**config.mk**
```make
export PLATFORM = sky130hd
export DESIGN_NAME = mpy_sequencer_flat
export DESIGN_NICKNAME = d
export VERILOG_FILES = /design/src/rtl/mpy_pkg.sv /design/src/rtl/mpy_sequencer_if.sv /design/src/rtl/mpy_wait_cnt.sv /design/src/rtl/mpy_sequencer.sv /design/src/flat_wrapper.sv
export SDC_FILE = /design/constraint.sdc
export NUM_CORES = 1
export LEC_CHECK = 0
export CAP_MARGIN = 10
export CORE_UTILIZATION = 39
export DETAILED_ROUTE_END_ITERATION = 6
export GPL_TIMING_DRIVEN = 1
export HOLD_SLACK_MARGIN = 0.03
export PLACE_DENSITY_LB_ADDON = 0.12
export SETUP_SLACK_MARGIN = 0.1
export SLEW_MARGIN = 20
export SYNTH_ARGS = -nofsm -noshare
export SYNTH_HDL_FRONTEND = slang
export SYNTH_SLANG_ARGS = --single-unit
```
**constraint.sdc**
```tcl
create_clock -name clk -period 1.18 [get_ports clk]
set_input_delay 0.177 -clock clk [delete_from_list [all_inputs] [get_ports clk]]
set_output_delay 0.177 -clock clk [all_outputs]
set_load 0.05 [all_outputs]
```
**src/rtl/mpy_pkg.sv**
```systemverilog
// Definitions shared by the multiplier sequencer: default sizes, state
// encoding and the signed operand/product types.
package mpy_pkg;

  localparam int WIDTH_DEF   = 4;
  localparam int LATENCY_DEF = 8;

  typedef enum logic [1:0] {
    ST_IDLE = 2'd0,
    ST_WAIT = 2'd1,
    ST_DONE = 2'd2
  } state_t;

  typedef logic signed [WIDTH_DEF-1:0]   operand_t;
  typedef logic signed [2*WIDTH_DEF-1:0] product_t;

endpackage

```
**src/rtl/mpy_sequencer_if.sv**
```systemverilog
// Operand-in / result-out handshake bundle of the multiplier sequencer.
// The slave side is the sequencer; the master side feeds operands and
// consumes results.
interface mpy_sequencer_if #(
  parameter int WIDTH = 4
) ();

  logic                      in_valid;
  logic                      in_ready;
  logic signed [WIDTH-1:0]   in_a;
  logic signed [WIDTH-1:0]   in_b;
  logic                      out_valid;
  logic                      out_ready;
  logic signed [2*WIDTH-1:0] out_product;
  logic signed [WIDTH-1:0]   out_a;
  logic signed [WIDTH-1:0]   out_b;

  modport master (
    output in_valid, in_a, in_b, out_ready,
    input  in_ready, out_valid, out_product, out_a, out_b
  );

  modport slave (
    input  in_valid, in_a, in_b, out_ready,
    output in_ready, out_valid, out_product, out_a, out_b
  );

endinterface

```
**src/rtl/mpy_wait_cnt.sv**
```systemverilog
// Loadable down-counter that times the multiplier latency. Loading sets
// LATENCY-1; the zero flag marks the edge on which the product is valid.
module mpy_wait_cnt #(
  parameter int LATENCY = 8
) (
  input  logic clk,
  input  logic rst,
  input  logic load,
  input  logic dec,
  output logic zero
);

  localparam int CW = (LATENCY > 1) ? $clog2(LATENCY) : 1;
  localparam logic [CW-1:0] LOAD_VAL = CW'(LATENCY - 1);

  logic [CW-1:0] cnt;

  // Load on accept, otherwise count down and stop at zero.
  always_ff @(posedge clk) begin
    if (rst) begin
      cnt <= '0;
    end else if (load) begin
      cnt <= LOAD_VAL;
    end else if (dec && (cnt != '0)) begin
      cnt <= cnt - CW'(1);
    end
  end

  assign zero = (cnt == '0);

endmodule

```
**src/rtl/mpy_sequencer.sv**
```systemverilog
// Handshake front-end for a fixed-latency multiplier: captures an operand
// pair, holds it on the multiplier inputs for LATENCY cycles, samples the
// product and presents it with its operands until the consumer takes it.
module mpy_sequencer
  import mpy_pkg::*;
#(
  parameter int WIDTH   = WIDTH_DEF,
  parameter int LATENCY = LATENCY_DEF,
  parameter int CNT_W   = 8
) (
  input  logic                      clk,
  input  logic                      rst,
  mpy_sequencer_if.slave            bus,
  output logic signed [WIDTH-1:0]   mpy_a,
  output logic signed [WIDTH-1:0]   mpy_b,
  input  logic signed [2*WIDTH-1:0] mpy_product,
  output logic                      busy,
  output logic [CNT_W-1:0]          op_count
);

  state_t state;
  logic   accept;
  logic   cnt_zero;

  // Ready in IDLE, or in DONE when the result leaves on this same edge.
  assign bus.in_ready = (state == ST_IDLE) | ((state == ST_DONE) & bus.out_ready);
  assign accept       = bus.in_valid & bus.in_ready;

  mpy_wait_cnt #(
    .LATENCY(LATENCY)
  ) u_wait_cnt (
    .clk  (clk),
    .rst  (rst),
    .load (accept),
    .dec  (state == ST_WAIT),
    .zero (cnt_zero)
  );

  // Sequencer FSM; every output apart from in_ready is registered here.
  always_ff @(posedge clk) begin
    if (rst) begin
      state           <= ST_IDLE;
      mpy_a           <= '0;
      mpy_b           <= '0;
      bus.out_product <= '0;
      bus.out_a       <= '0;
      bus.out_b       <= '0;
      bus.out_valid   <= 1'b0;
      busy            <= 1'b0;
      op_count        <= '0;
    end else begin
      case (state)
        ST_IDLE: begin
          if (accept) begin
            mpy_a     <= bus.in_a;
            mpy_b     <= bus.in_b;
            bus.out_a <= bus.in_a;
            bus.out_b <= bus.in_b;
            busy      <= 1'b1;
            state     <= ST_WAIT;
          end
        end
        ST_WAIT: begin
          if (cnt_zero) begin
            bus.out_product <= mpy_product;
            bus.out_valid   <= 1'b1;
            busy            <= 1'b0;
            state           <= ST_DONE;
          end
        end
        ST_DONE: begin
          if (bus.out_ready) begin
            op_count      <= op_count + CNT_W'(1);
            bus.out_valid <= 1'b0;
            if (accept) begin
              // Next pair goes in on the same edge the result leaves.
              mpy_a     <= bus.in_a;
              mpy_b     <= bus.in_b;
              bus.out_a <= bus.in_a;
              bus.out_b <= bus.in_b;
              busy      <= 1'b1;
              state     <= ST_WAIT;
            end else begin
              state <= ST_IDLE;
            end
          end
        end
        default: begin
          state <= ST_IDLE;
        end
      endcase
    end
  end

endmodule
```
**src/flat_wrapper.sv**
```systemverilog
// flat-port wrapper written by rule: the top's interface ports become plain ports
module mpy_sequencer_flat import mpy_pkg::*;
#(
  parameter int WIDTH   = WIDTH_DEF,
  parameter int LATENCY = LATENCY_DEF,
  parameter int CNT_W   = 8
)
  (clk, rst, mpy_a, mpy_b, mpy_product, busy, op_count, bus_in_valid, bus_in_a, bus_in_b, bus_out_ready, bus_in_ready, bus_out_valid, bus_out_product, bus_out_a, bus_out_b);
  mpy_sequencer_if #(.WIDTH(WIDTH)) bus_i ();
  input  logic clk;
  input  logic rst;
  output logic signed [WIDTH-1:0] mpy_a;
  output logic signed [WIDTH-1:0] mpy_b;
  input  logic signed [2*WIDTH-1:0] mpy_product;
  output logic busy;
  output logic [CNT_W-1:0] op_count;
  input wire logic [$bits(bus_i.in_valid)-1:0] bus_in_valid;
  input wire logic [$bits(bus_i.in_a)-1:0] bus_in_a;
  input wire logic [$bits(bus_i.in_b)-1:0] bus_in_b;
  input wire logic [$bits(bus_i.out_ready)-1:0] bus_out_ready;
  output wire logic [$bits(bus_i.in_ready)-1:0] bus_in_ready;
  output wire logic [$bits(bus_i.out_valid)-1:0] bus_out_valid;
  output wire logic [$bits(bus_i.out_product)-1:0] bus_out_product;
  output wire logic [$bits(bus_i.out_a)-1:0] bus_out_a;
  output wire logic [$bits(bus_i.out_b)-1:0] bus_out_b;
  assign bus_i.in_valid = bus_in_valid;
  assign bus_i.in_a = bus_in_a;
  assign bus_i.in_b = bus_in_b;
  assign bus_i.out_ready = bus_out_ready;
  assign bus_in_ready = bus_i.in_ready;
  assign bus_out_valid = bus_i.out_valid;
  assign bus_out_product = bus_i.out_product;
  assign bus_out_a = bus_i.out_a;
  assign bus_out_b = bus_i.out_b;
  mpy_sequencer #(.WIDTH(WIDTH), .LATENCY(LATENCY), .CNT_W(CNT_W)) u_core (.clk(clk), .rst(rst), .bus(bus_i), .mpy_a(mpy_a), .mpy_b(mpy_b), .mpy_product(mpy_product), .busy(busy), .op_count(op_count));
endmodule
```
==> metrics.yaml, run 1 <==
path_clk_slew_ns: 0.10
wl_um: 4450
critical_path_arrival_ns: 1.62
post-route-min-period_ns: 1.36
portBuffers: 54
final_common_cell: "buf_12"
synth-adder-area-share: 0.0267
ir_worst_vdd_v: 0.000799
clk_latency_ns: 0.32
row_count: 21
grt_pass1_wl_um: 6490
worstSetupPathType: "reg2reg"
final_cell_mix: "buf_12 (36), buf_4 (23), clkdlybuf4s50_1 (18)"
skew_ns: 0.0118
syn_area_per_cell_um2: 9.00
first_global_vias: 1398
root_buffer: "clkbuf_4"
rsz0062_at_grt: "true"
path_buf_inv: 1
syn_nets: 179
first_iter_violations: 46
hold_start: "mpy_product[1]"
num-nets-final: 254
cpMaxStageDelayCell: "or4b_4"
cp_slowest_stage_delay_ns: 0.48
finalHoldViolations: 0
synth-main-ff-cell: "dfxtp_1"
numCtsBuffers: 5
ys_seq_area_frac: 0.442
r2r-start: "u_core.state[1]"
crit_path_max_fanout: 13
synthesis.area_um2: 1400
synth_seq_cells: 31
fillerInstances: 195
required_ns: 1.44
maxCapViolations: 0
fmaxAchievable_ghz: 0.734
finalSetupViolations: 29
grt_usage: 0.238
ios: 55
dr.pass1.iters: 4
multi_input_area_um2: 801
fp.dieH_um: 62.0
status: "finished with violations"
grt-ovfl-total: 0
cts_sinks: 31
antenna_found_initial: 0
power.density_nw_per_um2: 984
r2r_cells: 4
synthArstFlopShare: 0
area_delta_synth_final_pct: 98.3
slew_headroom: 0.730
vias_per_cell: 5.25
r2r_end: "u_core.bus.out_a[2]"
power_w: 0.00274
crit_family: "simple AND/OR/NAND/NOR gates"
finalCritPeriodShare: 1.15
dieArea_um2: 3840
timing.hold.ws_ns: 0.389
dp_hpwl_um: 3020
synth_compound_area_frac: 0.179
yosysWarnings: 0
initial_core_util: 0.414
detail-route-antenna-nets: 0
hold_depth: 3
worstPathCellList: "nor2b_4, buf_6, or4b_4, a21oi_2"
fin_ws_ns: -0.182
drv_slew: 0
regArea_um2: 696
synth_xor_area_frac: 0.0125
post_synth_inst_count: 156
end_kind: "flop"
grt_max_degree: 21
drive_gt1_frac: 0.569
worst_pin_slew_ns: 0.404
cp-start-kind: "flop"
synthSimpleGateAreaFrac: 0.246
htreeDepth: 2
drc: 0
synth_top_family_by_area: "simple AND/OR/NAND/NOR gates"
violations: "negative setup slack"
synth_edf_count: 0
clk_path_buf_depth: 2
leakagePower_nw: 1.07
synthDistinctLibCells: 32
avgRoutedWirePerCell_um: 16.0
diodes: 0
die_x_um: 62.0
vias: 1459
rrSetupSlack_ns: -0.18
min_to: "u_core.bus.out_product[1]"
core-area_um2: 3390
gp_congestion: 0.807
cts_tree: "built"
min_path_type: "in2reg"
synthMuxAreaShare: 0.00713
[Yosys cell counts, types with 5 or more instances]
master | number | area share
a21oi_1 | 23 | 0.082
buf_4 | 8 | 0.043
clkbuf_1 | 6 | 0.016
dfxtp_1 | 31 | 0.44
inv_1 | 5 | 0.013
nand2_1 | 18 | 0.048
nor2_1 | 5 | 0.013
o21ai_0 | 7 | 0.025
o31ai_1 | 10 | 0.053
or3_1 | 5 | 0.022
or4b_1 | 8 | 0.057
[metrics by stage]
step,utilization,cell area [um2],TNS [ns],cells,setup WS [ns]
finish,0.821,2780,-3.70,278,-0.182
global route,0.821,2780,-5.18,278,-0.229
CTS,0.789,2670,-2.79,276,-0.185
detailed placement,0.743,2520,-9.86,262,-0.492
global placement,0.743,2520,-8.37,262,-0.442
floorplan,-,1500,-0.297,156,-0.0746
[sequential cells by signal, indices dropped and copies added (netlist names)]
| register | count |
|---|---|
| u_core.bus.out_b | 4 |
| u_core.op_count | 8 |
| u_core.busy | 1 |
| u_core.bus.out_valid | 1 |
| u_core.u_wait_cnt.cnt | 3 |
| u_core.state | 2 |
| u_core.bus.out_product | 8 |
| u_core.bus.out_a | 4 |
[logic make-up (layout without fill, tap and decap cells)]
family,Yosys count,after routing
compound gates,44,44
xor+xnor,2,2
fa+ha+maj,3,3
flops,31,31
simple gates,53,53
mux,1,1
buf+inv,22,98
[power breakdown]
part / total (W) / internal (W) / switching [W] / leakage [nW]
Clock: 0.000589 / 0.000232 / 0.000357 / 0.0293
Sequential: 0.00118 / 0.00110 / 0.0000861 / 0.270
Combinational: 0.000968 / 0.000498 / 0.000470 / 0.775
Total: 0.00274 / 0.00183 / 0.000913 / 1.07
[layer usage]
layer	GRT usage	vias to the layer above	wire (um)
met5	0	-	0
met4	0.108	0	117
met3	0.0538	15	214
met2	0.422	51	2400
met1	0.269	686	1720
li1	-	707	-
[final cells by class]
type                       count  area share
timing repair buffer          85       0.417
clock buffer                   7      0.0162
clock inverter                 1     0.00180
tap                           46      0.0207
sequential                    31       0.250
multi-input combinational    103       0.288
inverter                       5     0.00674
[worst min-delay path, stage by stage]
cell and delay (ns):
clkdlybuf4s50_1 0.39, nand2_1 0.06, a21oi_1 0.05
[worst max path at each step]
stage                             from                  end  depth (start not counted)
floorplan           u_core.op_count[1]   u_core.op_count[4]                          4
global placement         bus_out_ready   u_core.op_count[7]                          4
detailed placement       bus_out_ready   u_core.op_count[7]                          4
CTS                    u_core.state[1]         bus_in_ready                          4
global route           u_core.state[1]         bus_in_ready                          4
finish                 u_core.state[1]  u_core.bus.out_a[2]                          4
[repair_timing]
item	in CTS	in global routing
buffers inserted	6	3
setup endpoints to repair	34	62
resized for setup	20	33
hold buffers	0	0
pin swaps	8	7
(Power assumes the default switching activity.)
==> inputs of run 2 (changes only) <==
CORE_ASPECT_RATIO = 1.4   (was default)
==> metrics.yaml, run 2 (synthesis gave the netlist of run 1 again) <==
avgRoutedWirePerCell_um: 17.1  # was 16.0 um
critical_path_arrival_ns: 1.59  # was 1.62 ns
slew_headroom: 0.748  # was 0.730
drc: 0  # unchanged
fmaxAchievable_ghz: 0.722  # was 0.734 GHz
finalCritPeriodShare: 1.17  # was 1.15
fin_ws_ns: -0.205  # was -0.182 ns
first_iter_violations: 32  # was 46
num-nets-final: 255  # was 254
diodes: 0  # unchanged
grt_max_degree: 14  # was 21
grt-ovfl-total: 0  # unchanged
grt_pass1_wl_um: 6860  # was 6490 um
numCtsBuffers: 5  # unchanged
dieArea_um2: 3850  # was 3840 um2
end_kind: "flop"  # unchanged
area_delta_synth_final_pct: 105  # was 98.3%
skew_ns: 0.00533  # was 0.0118 ns
final_common_cell: "buf_12"  # unchanged
die_x_um: 52.7  # was 62.0 um
drv_slew: 0  # unchanged
vias_per_cell: 5.44  # was 5.25
worst_pin_slew_ns: 0.377  # was 0.404 ns
status: "finished with violations"  # unchanged
dp_hpwl_um: 2930  # was 3020 um
final_cell_mix: "buf_12 (34), clkdlybuf4s50_1 (18), buf_4 (18)"  # was buf_12 (36), buf_4 (23), clkdlybuf4s50_1 (18)
grt_usage: 0.249  # was 0.238
postLayoutCellArea_um2: 2880  # was 2780 um2
vias: 1480  # was 1459
required_ns: 1.39  # was 1.44 ns
post-route-min-period_ns: 1.38  # was 1.36 ns
min_path_type: "in2reg"  # unchanged
ios: 55  # unchanged
finalHoldViolations: 0  # unchanged
cts_tree: "built"  # unchanged
wl_um: 4660  # was 4450 um
cp-start-kind: "flop"  # unchanged
fp.dieH_um: 73.0  # was 62.0 um
rrSetupSlack_ns: -0.20  # was -0.18 ns
rsz0062_at_grt: "true"  # unchanged
dr.pass1.iters: 4  # unchanged
htreeDepth: 2  # unchanged
gp_congestion: 0.714  # was 0.807
power_w: 0.00311  # was 0.00274 W
clk_path_buf_depth: 2  # unchanged
detail-route-antenna-nets: 0  # unchanged
clk_latency_ns: 0.29  # was 0.32 ns
drive_gt1_frac: 0.612  # was 0.569
worstSetupPathType: "reg2reg"  # unchanged
dpl.cell_count: 256  # was 262
placed_cell_area_um2: 2490  # was 2520 um2
reg_top3: "u_core.bus.out_product x8, u_core.op_count x8"  # unchanged
violations: "negative setup slack"  # unchanged
maxCapViolations: 0  # unchanged
first_global_vias: 1469  # was 1398
antenna_found_initial: 0  # unchanged
finalSetupViolations: 26  # was 29
crit_path_max_fanout: 2  # was 13
power.density_nw_per_um2: 1080  # was 984 nW/um2
portBuffers: 54  # unchanged
core-area_um2: 3410  # was 3390 um2
final_cells: 272  # was 278
ir_worst_vdd_v: 0.000869  # was 0.000799 V
initial_core_util: 0.412  # was 0.414
leakagePower_nw: 1.10  # was 1.07 nW
path_clk_slew_ns: 0.06  # was 0.10 ns
root_buffer: "clkbuf_8"  # was clkbuf_4
row_count: 25  # was 21
cts_sinks: 31  # unchanged
[run 2: cell count changes in the layout (fill, tap and decap cells not counted), sizes merged]
cell    before  now
and4bb       1    2
clkbuf       7    6
[run 2: power breakdown]
group          total, W  switching [W]  internal [W]
Combinational   0.00106       0.000510      0.000549
Sequential      0.00120      0.0000908       0.00111
Clock          0.000854       0.000397      0.000457
Total           0.00311       0.000998       0.00211
[run 2: layout make-up]
type	count	area (um2)
clock buffer	6	82.6
clock inverter	1	5.00
fill	179	531
inverter	5	23.8
multi-input combinational	104	890
sequential	31	662
tap	40	50.0
timing repair buffer	85	1170
[run 2: layer usage]
metal / wire length (um) / track usage / up-vias
met5: 0 / 0 / -
li1: - / - / 705
met4: 89 / 0.123 / 0
met3: 178 / 0.0521 / 7
met1: 1710 / 0.243 / 715
met2: 2680 / 0.471 / 53
[run 2: path summary, 6_finish.rpt]
| kind | startpoint | endpoint | cells past startpoint |
|---|---|---|---|
| worst max-delay path | u_core.u_wait_cnt.cnt[0] | u_core.u_wait_cnt.cnt[2] | 5 |
| worst min-delay path | mpy_product[6] | u_core.bus.out_product[6] | 3 |
| worst max register to register | u_core.u_wait_cnt.cnt[0] | u_core.u_wait_cnt.cnt[2] | 5 |
| worst min register to register | u_core.bus.out_product[3] | u_core.bus.out_product[3] | 2 |
[run 2: timing repair]
item | 4_1_cts | 5_1_grt
hold buffers | 0 | 0
setup endpoints to repair | 34 | 34
cloned | 2 | 0
buffers inserted | 5 | 2
gates resized for setup | 26 | 39
pin swaps | 15 | 17
[run 2: critical path, stage by stage, from the launching register on]
cell and delay (ns):
dfxtp_2 0.34, inv_4 0.07, ha_4 0.12, inv_1 0.04
or4_1 0.52, a31oi_1 0.21
[run 2: per-stage QoR]
step | utilization | TNS [ns] | hold slack [ns] | setup slack (ns)
4_1_cts | 0.797 | -2.16 | 0.438 | -0.159
2_1_floorplan | - | -0.297 | 0.313 | -0.0746
5_1_grt | 0.844 | -3.95 | 0.470 | -0.265
6_report | 0.844 | -2.50 | 0.457 | -0.205
3_5_place_dp | 0.729 | -9.41 | 0.493 | -0.465
3_3_place_gp | 0.729 | -8.11 | 0.480 | -0.430
==> inputs of run 3 (changes only) <==
MAX_ROUTING_LAYER = met4   (was default)
==> metrics.yaml, run 3 (synthesis gave the netlist of run 1 again) <==
row_count: 25  # unchanged
vias_per_cell: 5.47  # was 5.44
rrSetupSlack_ns: -0.20  # about the same
diodes: 0  # unchanged
fin_ws_ns: -0.196  # was -0.205 ns
worstPathCellList: "inv_4, ha_4, inv_1, or4_1, a31oi_1"  # unchanged
path_buf_inv: 2  # unchanged
post-route-min-period_ns: 1.38  # about the same
path_clk_slew_ns: 0.06  # about the same
ir_worst_vdd_v: 0.000879  # was 0.000869 V
post-route-util: 0.844  # unchanged
skew_ns: 0.00481  # was 0.00533 ns
finalSetupViolations: 26  # unchanged
core-area_um2: 3410  # unchanged
first_global_vias: 1469  # unchanged
wl_um: 4690  # was 4660 um
cp-start-kind: "flop"  # unchanged
critical_path_arrival_ns: 1.59  # about the same
slew_headroom: 0.745  # was 0.748
vias: 1487  # was 1480
grt_usage: 0.256  # was 0.249
crit_cells: 5  # unchanged
first_iter_violations: 40  # was 32
root_buffer: "clkbuf_8"  # unchanged
end_kind: "flop"  # unchanged
drive_gt1_frac: 0.612  # unchanged
ios: 55  # unchanged
clk_path_buf_depth: 2  # unchanged
power.density_nw_per_um2: 1080  # about the same
grt-ovfl-total: 0  # unchanged
ctsHoldBuffers: 0  # unchanged
crit_path_max_fanout: 2  # unchanged
r2r_cells: 5  # unchanged
min_path_type: "in2reg"  # unchanged
drc: 0  # unchanged
area_delta_synth_final_pct: 105  # unchanged
violations: "negative setup slack"  # unchanged
min_to: "u_core.bus.out_product[6]"  # unchanged
maxCapViolations: 0  # unchanged
fmaxAchievable_ghz: 0.727  # was 0.722 GHz
clk_latency_ns: 0.29  # about the same
finalHoldViolations: 0  # unchanged
r2r-start: "u_core.u_wait_cnt.cnt[0]"  # unchanged
numCtsBuffers: 5  # unchanged
crit_family: "simple AND/OR/NAND/NOR gates"  # unchanged
hold_start: "mpy_product[6]"  # unchanged
r2r_end: "u_core.u_wait_cnt.cnt[2]"  # unchanged
worstSetupPathType: "reg2reg"  # unchanged
dp_hpwl_um: 2930  # unchanged
antenna_found_initial: 0  # unchanged
avgRoutedWirePerCell_um: 17.2  # was 17.1 um
worst_pin_slew_ns: 0.382  # was 0.377 ns
cp_slowest_stage_delay_ns: 0.52  # about the same
finalCritPeriodShare: 1.17  # about the same
cpMaxStageDelayCell: "or4_1"  # unchanged
leakagePower_nw: 1.10  # unchanged
dr.pass1.iters: 4  # unchanged
cts_tree: "built"  # unchanged
detail-route-antenna-nets: 0  # unchanged
portBuffers: 54  # unchanged
reg_top3: "u_core.bus.out_product x8, u_core.op_count x8"  # unchanged
cts_sinks: 31  # unchanged
num-nets-final: 255  # unchanged
fillerInstances: 179  # unchanged
dieArea_um2: 3850  # unchanged
fp.dieH_um: 73.0  # unchanged
grt_pass1_wl_um: 6860  # unchanged
htreeDepth: 2  # unchanged
initial_core_util: 0.412  # unchanged
rsz0062_at_grt: "true"  # unchanged
grt_max_degree: 14  # unchanged
gp_congestion: 0.722  # was 0.714
drv_slew: 0  # unchanged
die_x_um: 52.7  # unchanged
final_common_cell: "buf_12"  # unchanged
tns_ns: -2.49  # was -2.50 ns
required_ns: 1.39  # about the same
final_cell_mix: "buf_12 (34), clkdlybuf4s50_1 (18), buf_4 (18)"  # unchanged
status: "finished with violations"  # unchanged
hold_depth: 3  # unchanged
## run 3: cell counts in the layout (fill, tap and decap cells not counted)
Identical to the previous run, type by type.
## run 3: repair_timing
item / CTS / global route
gates resized for setup: 26 / 39
setup buffers: 5 / 2
pin swaps: 15 / 17
gates cloned: 2 / 0
endpoints found under the setup margin: 34 / 34
## run 3: cell type report
cell class,instances,area [um2],share of cell area
tap,40,50.0,0.0174
clock buffer,6,82.6,0.0287
clock inverter,1,5.00,0.00174
inverter,5,23.8,0.00826
sequential,31,662,0.230
multi-input combinational,104,890,0.309
timing repair buffer,85,1170,0.405
## run 3: through the flow
step | hold slack [ns] | cells | power, W | instance area, um2 | setup slack (ns)
2_1_floorplan | 0.313 | 156 | 0.00166 | 1500 | -0.0746
3_3_place_gp | 0.480 | 256 | 0.00206 | 2490 | -0.430
3_5_place_dp | 0.493 | 256 | 0.00209 | 2490 | -0.465
4_1_cts | 0.438 | 270 | 0.00302 | 2720 | -0.159
5_1_grt | 0.470 | 272 | 0.00323 | 2880 | -0.265
6_report | 0.455 | 272 | 0.00311 | 2880 | -0.196
## run 3: metal layers
metal  vias to the layer above  track usage  part of all wire
met2                        53        0.471              0.57
li1                        706            -                 -
met1                       718        0.243              0.37
met3                        10       0.0521             0.037
met5                         -            -                 0
met4                         0        0.123             0.022
## run 3: how the worst max path moves through the flow
stage	start	to	slack, ns
6_report	u_core.u_wait_cnt.cnt[0]	u_core.u_wait_cnt.cnt[2]	-0.20
5_1_grt	u_core.state[1]	u_core.u_wait_cnt.cnt[2]	-0.27
4_1_cts	u_core.state[1]	u_core.bus.out_a[0]	-0.16
3_5_place_dp	bus_out_ready	u_core.op_count[7]	-0.46
3_3_place_gp	bus_out_ready	u_core.op_count[7]	-0.43
2_1_floorplan	u_core.op_count[1]	u_core.op_count[4]	-0.07
## run 3: where the power goes
group          internal, W  switching, W
Combinational     0.000549      0.000511
Sequential         0.00111     0.0000905
Clock             0.000457      0.000401
Total              0.00211       0.00100
## run 3: worst register-to-register path, delay by kind of cell, from the launching register on
family	cells	cell delay [ns]
AND/OR/NAND/NOR	1	0.52
flip-flops	1	0.34
AO/OA/AOI/OAI	1	0.20
adder cells (fa/ha/maj)	1	0.12
buffers and inverters	2	0.11
